==> src/rtl/decode_stage.sv <==
// ---------------------------------------------------------------------------
// decode_stage
//
// RV32I instruction decode stage. It sits directly upstream of the register
// file. Fetched instructions arrive over a valid/ready handshake. The stage
// decodes their fields into a one-deep output register for the execute stage,
// and drives the register-file read port in step with that register.
//
// A pending-write scoreboard holds one bit per architectural register.
// - A bit is set when an instruction that writes that register is accepted.
// - A bit is cleared when writeback reports the register.
// An incoming instruction whose source register is still pending stalls
// until writeback clears it.
//
// Ports
//   i_clk          clock, rising edge
//   i_rst_n        asynchronous reset, active low
//   i_instr_valid  upstream instruction valid
//   o_instr_ready  stage can accept an instruction this cycle
//   i_instr        instruction word
//   i_pc_in        instruction PC
//   o_rs1_add      register-file read address 1 (0 when rs1 unused)
//   o_rs2_add      register-file read address 2 (0 when rs2 unused)
//   o_rd_en        register-file read enable, aligned with o_dec_valid
//   o_dec_valid    decoded instruction valid
//   i_dec_ready    execute stage accepts the decoded instruction
//   o_dec_opcode   instr[6:0]
//   o_dec_funct3   instr[14:12]
//   o_dec_funct7   instr[31:25]
//   o_dec_rd       instr[11:7]
//   o_dec_wd_en    instruction writes a non-zero rd
//   o_dec_imm      sign-extended immediate (0 for R-type and illegal)
//   o_dec_pc       registered instruction PC
//   o_illegal      unsupported opcode
//   i_wb_en        a register is written back this cycle
//   i_wb_sel       register being written back
// ---------------------------------------------------------------------------
module decode_stage #(
  parameter int XLEN       = 32,
  parameter int REG_ADDR_W = 5
) (
  input  logic                  i_clk,
  input  logic                  i_rst_n,
  input  logic                  i_instr_valid,
  output logic                  o_instr_ready,
  input  logic [XLEN-1:0]       i_instr,
  input  logic [XLEN-1:0]       i_pc_in,
  output logic [REG_ADDR_W-1:0] o_rs1_add,
  output logic [REG_ADDR_W-1:0] o_rs2_add,
  output logic                  o_rd_en,
  output logic                  o_dec_valid,
  input  logic                  i_dec_ready,
  output logic [6:0]            o_dec_opcode,
  output logic [2:0]            o_dec_funct3,
  output logic [6:0]            o_dec_funct7,
  output logic [REG_ADDR_W-1:0] o_dec_rd,
  output logic                  o_dec_wd_en,
  output logic [XLEN-1:0]       o_dec_imm,
  output logic [XLEN-1:0]       o_dec_pc,
  output logic                  o_illegal,
  input  logic                  i_wb_en,
  input  logic [REG_ADDR_W-1:0] i_wb_sel
);

  localparam int NREGS = 1 << REG_ADDR_W;

  localparam logic [NREGS-1:0] X0_MASK = {{(NREGS-1){1'b1}}, 1'b0};

  localparam logic [6:0] OP_R      = 7'b0110011;
  localparam logic [6:0] OP_IMM    = 7'b0010011;
  localparam logic [6:0] OP_LOAD   = 7'b0000011;
  localparam logic [6:0] OP_STORE  = 7'b0100011;
  localparam logic [6:0] OP_BRANCH = 7'b1100011;
  localparam logic [6:0] OP_LUI    = 7'b0110111;
  localparam logic [6:0] OP_AUIPC  = 7'b0010111;
  localparam logic [6:0] OP_JAL    = 7'b1101111;
  localparam logic [6:0] OP_JALR   = 7'b1100111;

  logic [6:0]            w_opcode;
  logic [2:0]            w_funct3;
  logic [6:0]            w_funct7;
  logic [REG_ADDR_W-1:0] w_rs1;
  logic [REG_ADDR_W-1:0] w_rs2;
  logic [REG_ADDR_W-1:0] w_rd;
  logic [REG_ADDR_W-1:0] w_rs1Addr;
  logic [REG_ADDR_W-1:0] w_rs2Addr;

  logic                  w_supported;
  logic                  w_useRs1;
  logic                  w_useRs2;
  logic                  w_writesRd;
  logic                  w_wdEn;
  logic [31:0]           w_imm32;
  logic [XLEN-1:0]       w_imm;

  logic [NREGS-1:0]      w_clearMask;
  logic [NREGS-1:0]      w_setMask;
  logic [NREGS-1:0]      w_pendVisible;
  logic                  w_hazard;
  logic                  w_accept;

  logic [NREGS-1:0]      r_pending;
  logic                  r_decValid;
  logic                  r_rdEn;
  logic [REG_ADDR_W-1:0] r_rs1Add;
  logic [REG_ADDR_W-1:0] r_rs2Add;
  logic [6:0]            r_opcode;
  logic [2:0]            r_funct3;
  logic [6:0]            r_funct7;
  logic [REG_ADDR_W-1:0] r_rd;
  logic                  r_wdEn;
  logic [XLEN-1:0]       r_imm;
  logic [XLEN-1:0]       r_pc;
  logic                  r_illegal;

  assign w_opcode = i_instr[6:0];
  assign w_funct3 = i_instr[14:12];
  assign w_funct7 = i_instr[31:25];
  assign w_rd     = REG_ADDR_W'(i_instr[11:7]);
  assign w_rs1    = REG_ADDR_W'(i_instr[19:15]);
  assign w_rs2    = REG_ADDR_W'(i_instr[24:20]);

  // Classify the incoming opcode.
  // This yields which source registers it reads, whether it may write rd,
  // and which immediate format applies. Unsupported opcodes fall to the
  // default: they read nothing, write nothing and carry a zero immediate,
  // so they pass through the stage without touching the scoreboard.
  always_comb begin
    w_supported = 1'b1;
    w_useRs1    = 1'b0;
    w_useRs2    = 1'b0;
    w_writesRd  = 1'b1;
    w_imm32     = '0;
    case (w_opcode)
      OP_R: begin
        w_useRs1 = 1'b1;
        w_useRs2 = 1'b1;
      end
      OP_IMM, OP_LOAD, OP_JALR: begin
        w_useRs1 = 1'b1;
        w_imm32  = {{20{i_instr[31]}}, i_instr[31:20]};
      end
      OP_STORE: begin
        w_useRs1   = 1'b1;
        w_useRs2   = 1'b1;
        w_writesRd = 1'b0;
        w_imm32    = {{20{i_instr[31]}}, i_instr[31:25], i_instr[11:7]};
      end
      OP_BRANCH: begin
        w_useRs1   = 1'b1;
        w_useRs2   = 1'b1;
        w_writesRd = 1'b0;
        w_imm32    = {{19{i_instr[31]}}, i_instr[31], i_instr[7],
                      i_instr[30:25], i_instr[11:8], 1'b0};
      end
      OP_LUI, OP_AUIPC: begin
        w_imm32 = {i_instr[31:12], 12'b0};
      end
      OP_JAL: begin
        w_imm32 = {{11{i_instr[31]}}, i_instr[31], i_instr[19:12],
                   i_instr[20], i_instr[30:21], 1'b0};
      end
      default: begin
        w_supported = 1'b0;
        w_writesRd  = 1'b0;
      end
    endcase
  end

  assign w_wdEn    = w_writesRd && (w_rd != '0);
  assign w_imm     = {{(XLEN-31){w_imm32[31]}}, w_imm32[30:0]};
  assign w_rs1Addr = w_useRs1 ? w_rs1 : '0;
  assign w_rs2Addr = w_useRs2 ? w_rs2 : '0;

  // Build the one-hot writeback clear mask.
  // Writeback to x0 is meaningless, so it produces no mask at all.
  always_comb begin
    w_clearMask = '0;
    if (i_wb_en && (i_wb_sel != '0)) begin
      w_clearMask[i_wb_sel] = 1'b1;
    end
  end

  // The hazard check looks at the scoreboard as it will be after this
  // cycle's writeback. A register written back this cycle can therefore be
  // read immediately, because the register file writes through.
  assign w_pendVisible = r_pending & ~w_clearMask;
  assign w_hazard      = (w_useRs1 && w_pendVisible[w_rs1]) ||
                         (w_useRs2 && w_pendVisible[w_rs2]);

  assign o_instr_ready = (!r_decValid || i_dec_ready) && !w_hazard;
  assign w_accept      = i_instr_valid && o_instr_ready;

  // Build the one-hot set mask for the destination of an accepted writer.
  // w_wdEn already excludes x0.
  always_comb begin
    w_setMask = '0;
    if (w_accept && w_wdEn) begin
      w_setMask[w_rd] = 1'b1;
    end
  end

  // Pending-write scoreboard.
  // Clears are applied before sets, so a set and a clear of the same
  // register in one cycle leave the bit set; the newly accepted writer is
  // the younger one. Bit 0 is masked so x0 can never stall anything.
  always_ff @(posedge i_clk or negedge i_rst_n) begin
    if (!i_rst_n) begin
      r_pending <= '0;
    end else begin
      r_pending <= ((r_pending & ~w_clearMask) | w_setMask) & X0_MASK;
    end
  end

  // One-deep decode output register.
  // An accept loads every field and raises valid and the read enable
  // together, so the register-file addresses line up with o_dec_valid.
  // When the execute stage takes the entry and nothing new arrives, only
  // valid and the read enable drop. While execute back-pressures, the
  // whole register holds.
  always_ff @(posedge i_clk or negedge i_rst_n) begin
    if (!i_rst_n) begin
      r_decValid <= 1'b0;
      r_rdEn     <= 1'b0;
      r_rs1Add   <= '0;
      r_rs2Add   <= '0;
      r_opcode   <= '0;
      r_funct3   <= '0;
      r_funct7   <= '0;
      r_rd       <= '0;
      r_wdEn     <= 1'b0;
      r_imm      <= '0;
      r_pc       <= '0;
      r_illegal  <= 1'b0;
    end else if (w_accept) begin
      r_decValid <= 1'b1;
      r_rdEn     <= 1'b1;
      r_rs1Add   <= w_rs1Addr;
      r_rs2Add   <= w_rs2Addr;
      r_opcode   <= w_opcode;
      r_funct3   <= w_funct3;
      r_funct7   <= w_funct7;
      r_rd       <= w_rd;
      r_wdEn     <= w_wdEn;
      r_imm      <= w_imm;
      r_pc       <= i_pc_in;
      r_illegal  <= !w_supported;
    end else if (i_dec_ready) begin
      r_decValid <= 1'b0;
      r_rdEn     <= 1'b0;
    end
  end

  assign o_dec_valid  = r_decValid;
  assign o_rd_en      = r_rdEn;
  assign o_rs1_add    = r_rs1Add;
  assign o_rs2_add    = r_rs2Add;
  assign o_dec_opcode = r_opcode;
  assign o_dec_funct3 = r_funct3;
  assign o_dec_funct7 = r_funct7;
  assign o_dec_rd     = r_rd;
  assign o_dec_wd_en  = r_wdEn;
  assign o_dec_imm    = r_imm;
  assign o_dec_pc     = r_pc;
  assign o_illegal    = r_illegal;

endmodule

==> config.mk <==
export PLATFORM = sky130hd
export DESIGN_NAME = decode_stage
export DESIGN_NICKNAME = d
export VERILOG_FILES = /design/src/rtl/decode_stage.sv
export SDC_FILE = /design/constraint.sdc
export NUM_CORES = 1
export LEC_CHECK = 0
export ABC_AREA = 0
export ABC_CLOCK_PERIOD_IN_PS = 2590
export BUFFER_PORTS_ARGS = -buffer_cell sky130_fd_sc_hd__buf_2
export CAP_MARGIN = 25
export CORE_ASPECT_RATIO = 1.1
export CORE_UTILIZATION = 49
export CTS_BUF_LIST = sky130_fd_sc_hd__clkbuf_4
export CTS_CLUSTER_SIZE = 25
export DETAILED_ROUTE_END_ITERATION = 10
export PLACE_DENSITY = 0.91
export SETUP_SLACK_MARGIN = 0.3
export SYNTH_ARGS = -nofsm -noshare
export SYNTH_HDL_FRONTEND = slang
export SYNTH_SLANG_ARGS = --single-unit
==> constraint.sdc <==
create_clock -name i_clk -period 2.59 [get_ports i_clk]
set_input_delay 0.1295 -clock i_clk [delete_from_list [all_inputs] [get_ports i_clk]]
set_output_delay 0.1295 -clock i_clk [all_outputs]
set_load 0.03 [all_outputs]
==> flow_metrics.env <==
export IMPL_grt_pass1_vias=6446
export IMPL_overflow=0
export IMPL_peakVddDrop_v=0.000550
export IMPL_internal_power_mw=3.77
export IMPL_synth_cell_type_count=52
export IMPL_cp_required_ns=3.03
export IMPL_synth_most_common_cell="dfrtp_1"
export IMPL_period_share_pct=113
export IMPL_final_cells=1012
export IMPL_slew_headroom_pct=37.0
export IMPL_netSwitchingFraction_pct=33.1
export IMPL_insertion_delay_ns=0.57
export IMPL_final_min_clock_period_ns=2.92
export IMPL_hp_start="i_instr[22]"
export IMPL_antenna_found_initial=0
export IMPL_synth_avg_cell_area_um2=11.7
export IMPL_dr_pass1_iters=6
export IMPL_critPathMaxStageDelay_ns=0.61
export IMPL_dieWidth_um=110
export IMPL_rsz0062_at_grt="true"
export IMPL_dieArea_mm2=0.0133
export IMPL_synthesis_area_mm2=0.00629
export IMPL_r2r_slack_ns=-0.28
export IMPL_worst_pin_slew_ns=0.945
export IMPL_max_freq_mhz=343
export IMPL_crit_path_max_fanout=8
export IMPL_coreArea_mm2=0.0126
export IMPL_nNetsFinal=916
export IMPL_violations="negative setup slack"
export IMPL_async_flop_share_pct=100
export IMPL_whs_path_depth=3
export IMPL_setup_violations=99
export IMPL_drc=0
export IMPL_yosysWarnings=0
export IMPL_synth_cells=538
export IMPL_ys_seq_area_share_pct=51.7
export IMPL_vias_per_cell=6.45
export IMPL_wirelength_um=25300
export IMPL_ys_flop_type="dfrtp_1"
export IMPL_yosysTopAreaCellShare_pct=51.7
export IMPL_synth_top_cells_by_count="dfrtp_1 (130), mux2_2 (53), a21oi_1 (37)"
export IMPL_power_mw=5.64
export IMPL_clkSlewWorstSetupHoldPaths_ns=0.14
export IMPL_cp_common_cell="buf_4"
export IMPL_ios=175
export IMPL_r2r_cells=10
export IMPL_p_per_area_mw_per_mm2=578
export IMPL_root_buffer="clkbuf_4"
export IMPL_worst_slack_ns=-0.326
export IMPL_layout_drive_gt1_share_pct=51.8
export IMPL_fp_dieH_um=121
export IMPL_r2r_end="r_pending[22]"
export IMPL_grt_max_degree=72
export IMPL_grt_pass1_wl_um=34500
export IMPL_cts_tree="done"
export IMPL_p_seq_share_pct=41.4
export IMPL_synth_edf_count=0
export IMPL_worstPathArrival_ns=3.36
export IMPL_n_antenna_cell=0
export IMPL_p_comb_share_pct=28.9
export IMPL_io_buffers=174
export IMPL_dp_cells=891
export IMPL_syn_nets=612
export IMPL_detail_route_wl_per_cell_um=25.0
export IMPL_start_util_pct=50.0
export IMPL_fin_skew_ns=0.0342
export IMPL_track_usage_pct=35.2
export IMPL_yosysTopAreaCell="dfrtp_1"
export IMPL_clk_path_buf_depth=2
export IMPL_slowest_stage="or4b_4"
export IMPL_synthToLayoutAreaGrowth_pct=54.9
export IMPL_clock_sinks=130
export IMPL_hold_violations=0
export IMPL_drv_slew=0
export IMPL_cp_cell_sequence="buf_2, or4b_4, o21ai_2, or3_4, nand4_1, o2111a_1, nor4_4, buf_4, buf_4, nand2_8, bufbuf_16, o41ai_1"
export IMPL_critical_path_class="in -> reg"
export IMPL_netSwitchingPower_mw=1.87
export IMPL_regToRegStartpoint="r_pending[1]"
export IMPL_drv_cap=0
export IMPL_holdCritPathClass="in -> reg"
export IMPL_netlist_top_cells_area="dfrtp_1 (52%), mux2_2 (9.5%), mux2i_1 (4.5%), o41ai_1 (4.3%), a21oi_1 (2.9%)"
export IMPL_ant_nets=0
export IMPL_clkPwrFrac_pct=29.7
export IMPL_whs_endpoint="o_dec_imm[22]"
export IMPL_status="finished with violations"
export IMPL_htree_num_levels=4
export IMPL_cellLeakagePower_nw=4.68
export IMPL_cts_inserted_buffers=17
export IMPL_vias=6529
export IMPL_drtIter0Drc=898
export IMPL_fillerInstances=711
export IMPL_critPathLaunchType="input port"
export IMPL_dp_hpwl_um=12900
export IMPL_synth_seq_cells=130
export IMPL_crit_path_end_kind="flip-flop"
export IMPL_rows=43
export IMPL_place_congestion=1.00
[timing repair]
| action | CTS | global route |
|---|---|---|
| cloned | 6 | 2 |
| resized for setup | 53 | 86 |
| pin swaps | 5 | 9 |
| hold endpoints to repair | 153 | 0 |
| setup endpoints to repair | 126 | 131 |
| buffers inserted | 5 | 15 |
| hold buffers | 61 | 0 |
[power by group through the flow]
stage | sequential [mW] | combinational [mW] | clock (mW)
CTS | 2.31 | 1.41 | 1.65
detailed placement | 2.34 | 1.23 | 0
global placement | 2.33 | 1.20 | 0
global route | 2.35 | 1.69 | 1.78
floorplan | 2.69 | 0.405 | 0
finish | 2.34 | 1.63 | 1.68
[cell families (layout without fill, tap and decap cells)]
logic type | after synthesis | count (layout) | synth area share [%]
compound gates | 145 | 145 | 15.9
flops | 130 | 130 | 51.7
simple gates | 89 | 89 | 8.47
buf+inv | 75 | 392 | 5.11
mux | 99 | 99 | 18.8
[worst max-delay path: cells and delay by family]
kind,cells,cell delay [ns]
buffers and inverters,4,0.76
AND/OR/NAND/NOR,5,1.47
AO/OA/AOI/OAI,3,0.98
[stage by stage]
stage,hold slack [ns],utilization [%],setup TNS [ns],setup WS [ns],cell area (um^2)
floorplan,-0.166,-,0,0.132,6360
global placement,0.179,61.7,-16.00,-0.185,7770
detailed placement,0.184,61.7,-19.43,-0.212,7770
CTS,0.00640,72.6,-0.111,-0.111,9140
global route,0.0289,77.5,-22.47,-0.408,9750
finish,0.0274,77.5,-10.80,-0.326,9750
[area by class of cell]
cell class	count	area (um^2)	share of cell area, %
repair buffers	327	2510	25.7
clock buffers	20	150	1.54
inverters	33	124	1.27
clock inverters	12	188	1.92
multi-input cells	333	3330	34.2
well taps	157	196	2.01
flip-flops and latches	130	3250	33.4
[sequential cells by signal (all words and copies together), names as in the netlist, 3 cells and up]
register and flops:
o_dec_funct3 3, o_dec_funct7 7, o_dec_imm 32, o_dec_opcode 7, o_dec_pc 32, o_dec_rd 5
o_rs1_add 5, o_rs2_add 5, r_pending 31
[per-layer routing]
layer / part of all wire [%] / vias up / global-route usage (%)
li1: - / 2613 / -
met1: 34 / 3152 / 41.4
met2: 48 / 575 / 55.7
met3: 11 / 189 / 11.4
met4: 7.0 / 0 / 20.8
met5: 0 / - / 0
[cell usage in the layout (no fill, tap or decap), drive strengths merged, types with 2 or more instances in the layout]
master and instances:
bufbuf 2, nand3b 6, nand4bb 3, dlygate4sd3 61, nor4 3, o21ai 37
nand2b 7, o2111ai 7, buf 262, mux2 63, a22o 5, a31o 3
mux4 8, a21oi 37, a21boi 3, dfrtp 130, o211ai 7, mux2i 28
nor2 9, o2111a 5, nand4b 6, nand3 4, a2111oi 3, a211oi 2
clkinv 7, nand4 3, and2 5, bufinv 5, or2 4, or3 5
o41ai 31, clkbuf 22, nand2 24, inv 32, nor3 3, nor3b 3
[worst max-delay path by stage]
stage,startpoint,end
floorplan,i_wb_sel[2],o_dec_pc[4]
global placement,i_wb_sel[3],o_dec_funct7[5]
detailed placement,i_wb_sel[1],o_dec_pc[27]
CTS,r_pending[15],o_instr_ready
global route,i_wb_sel[2],r_pending[2]
finish,i_wb_sel[2],r_pending[22]
No activity file was read; power rests on OpenSTA's default activity.
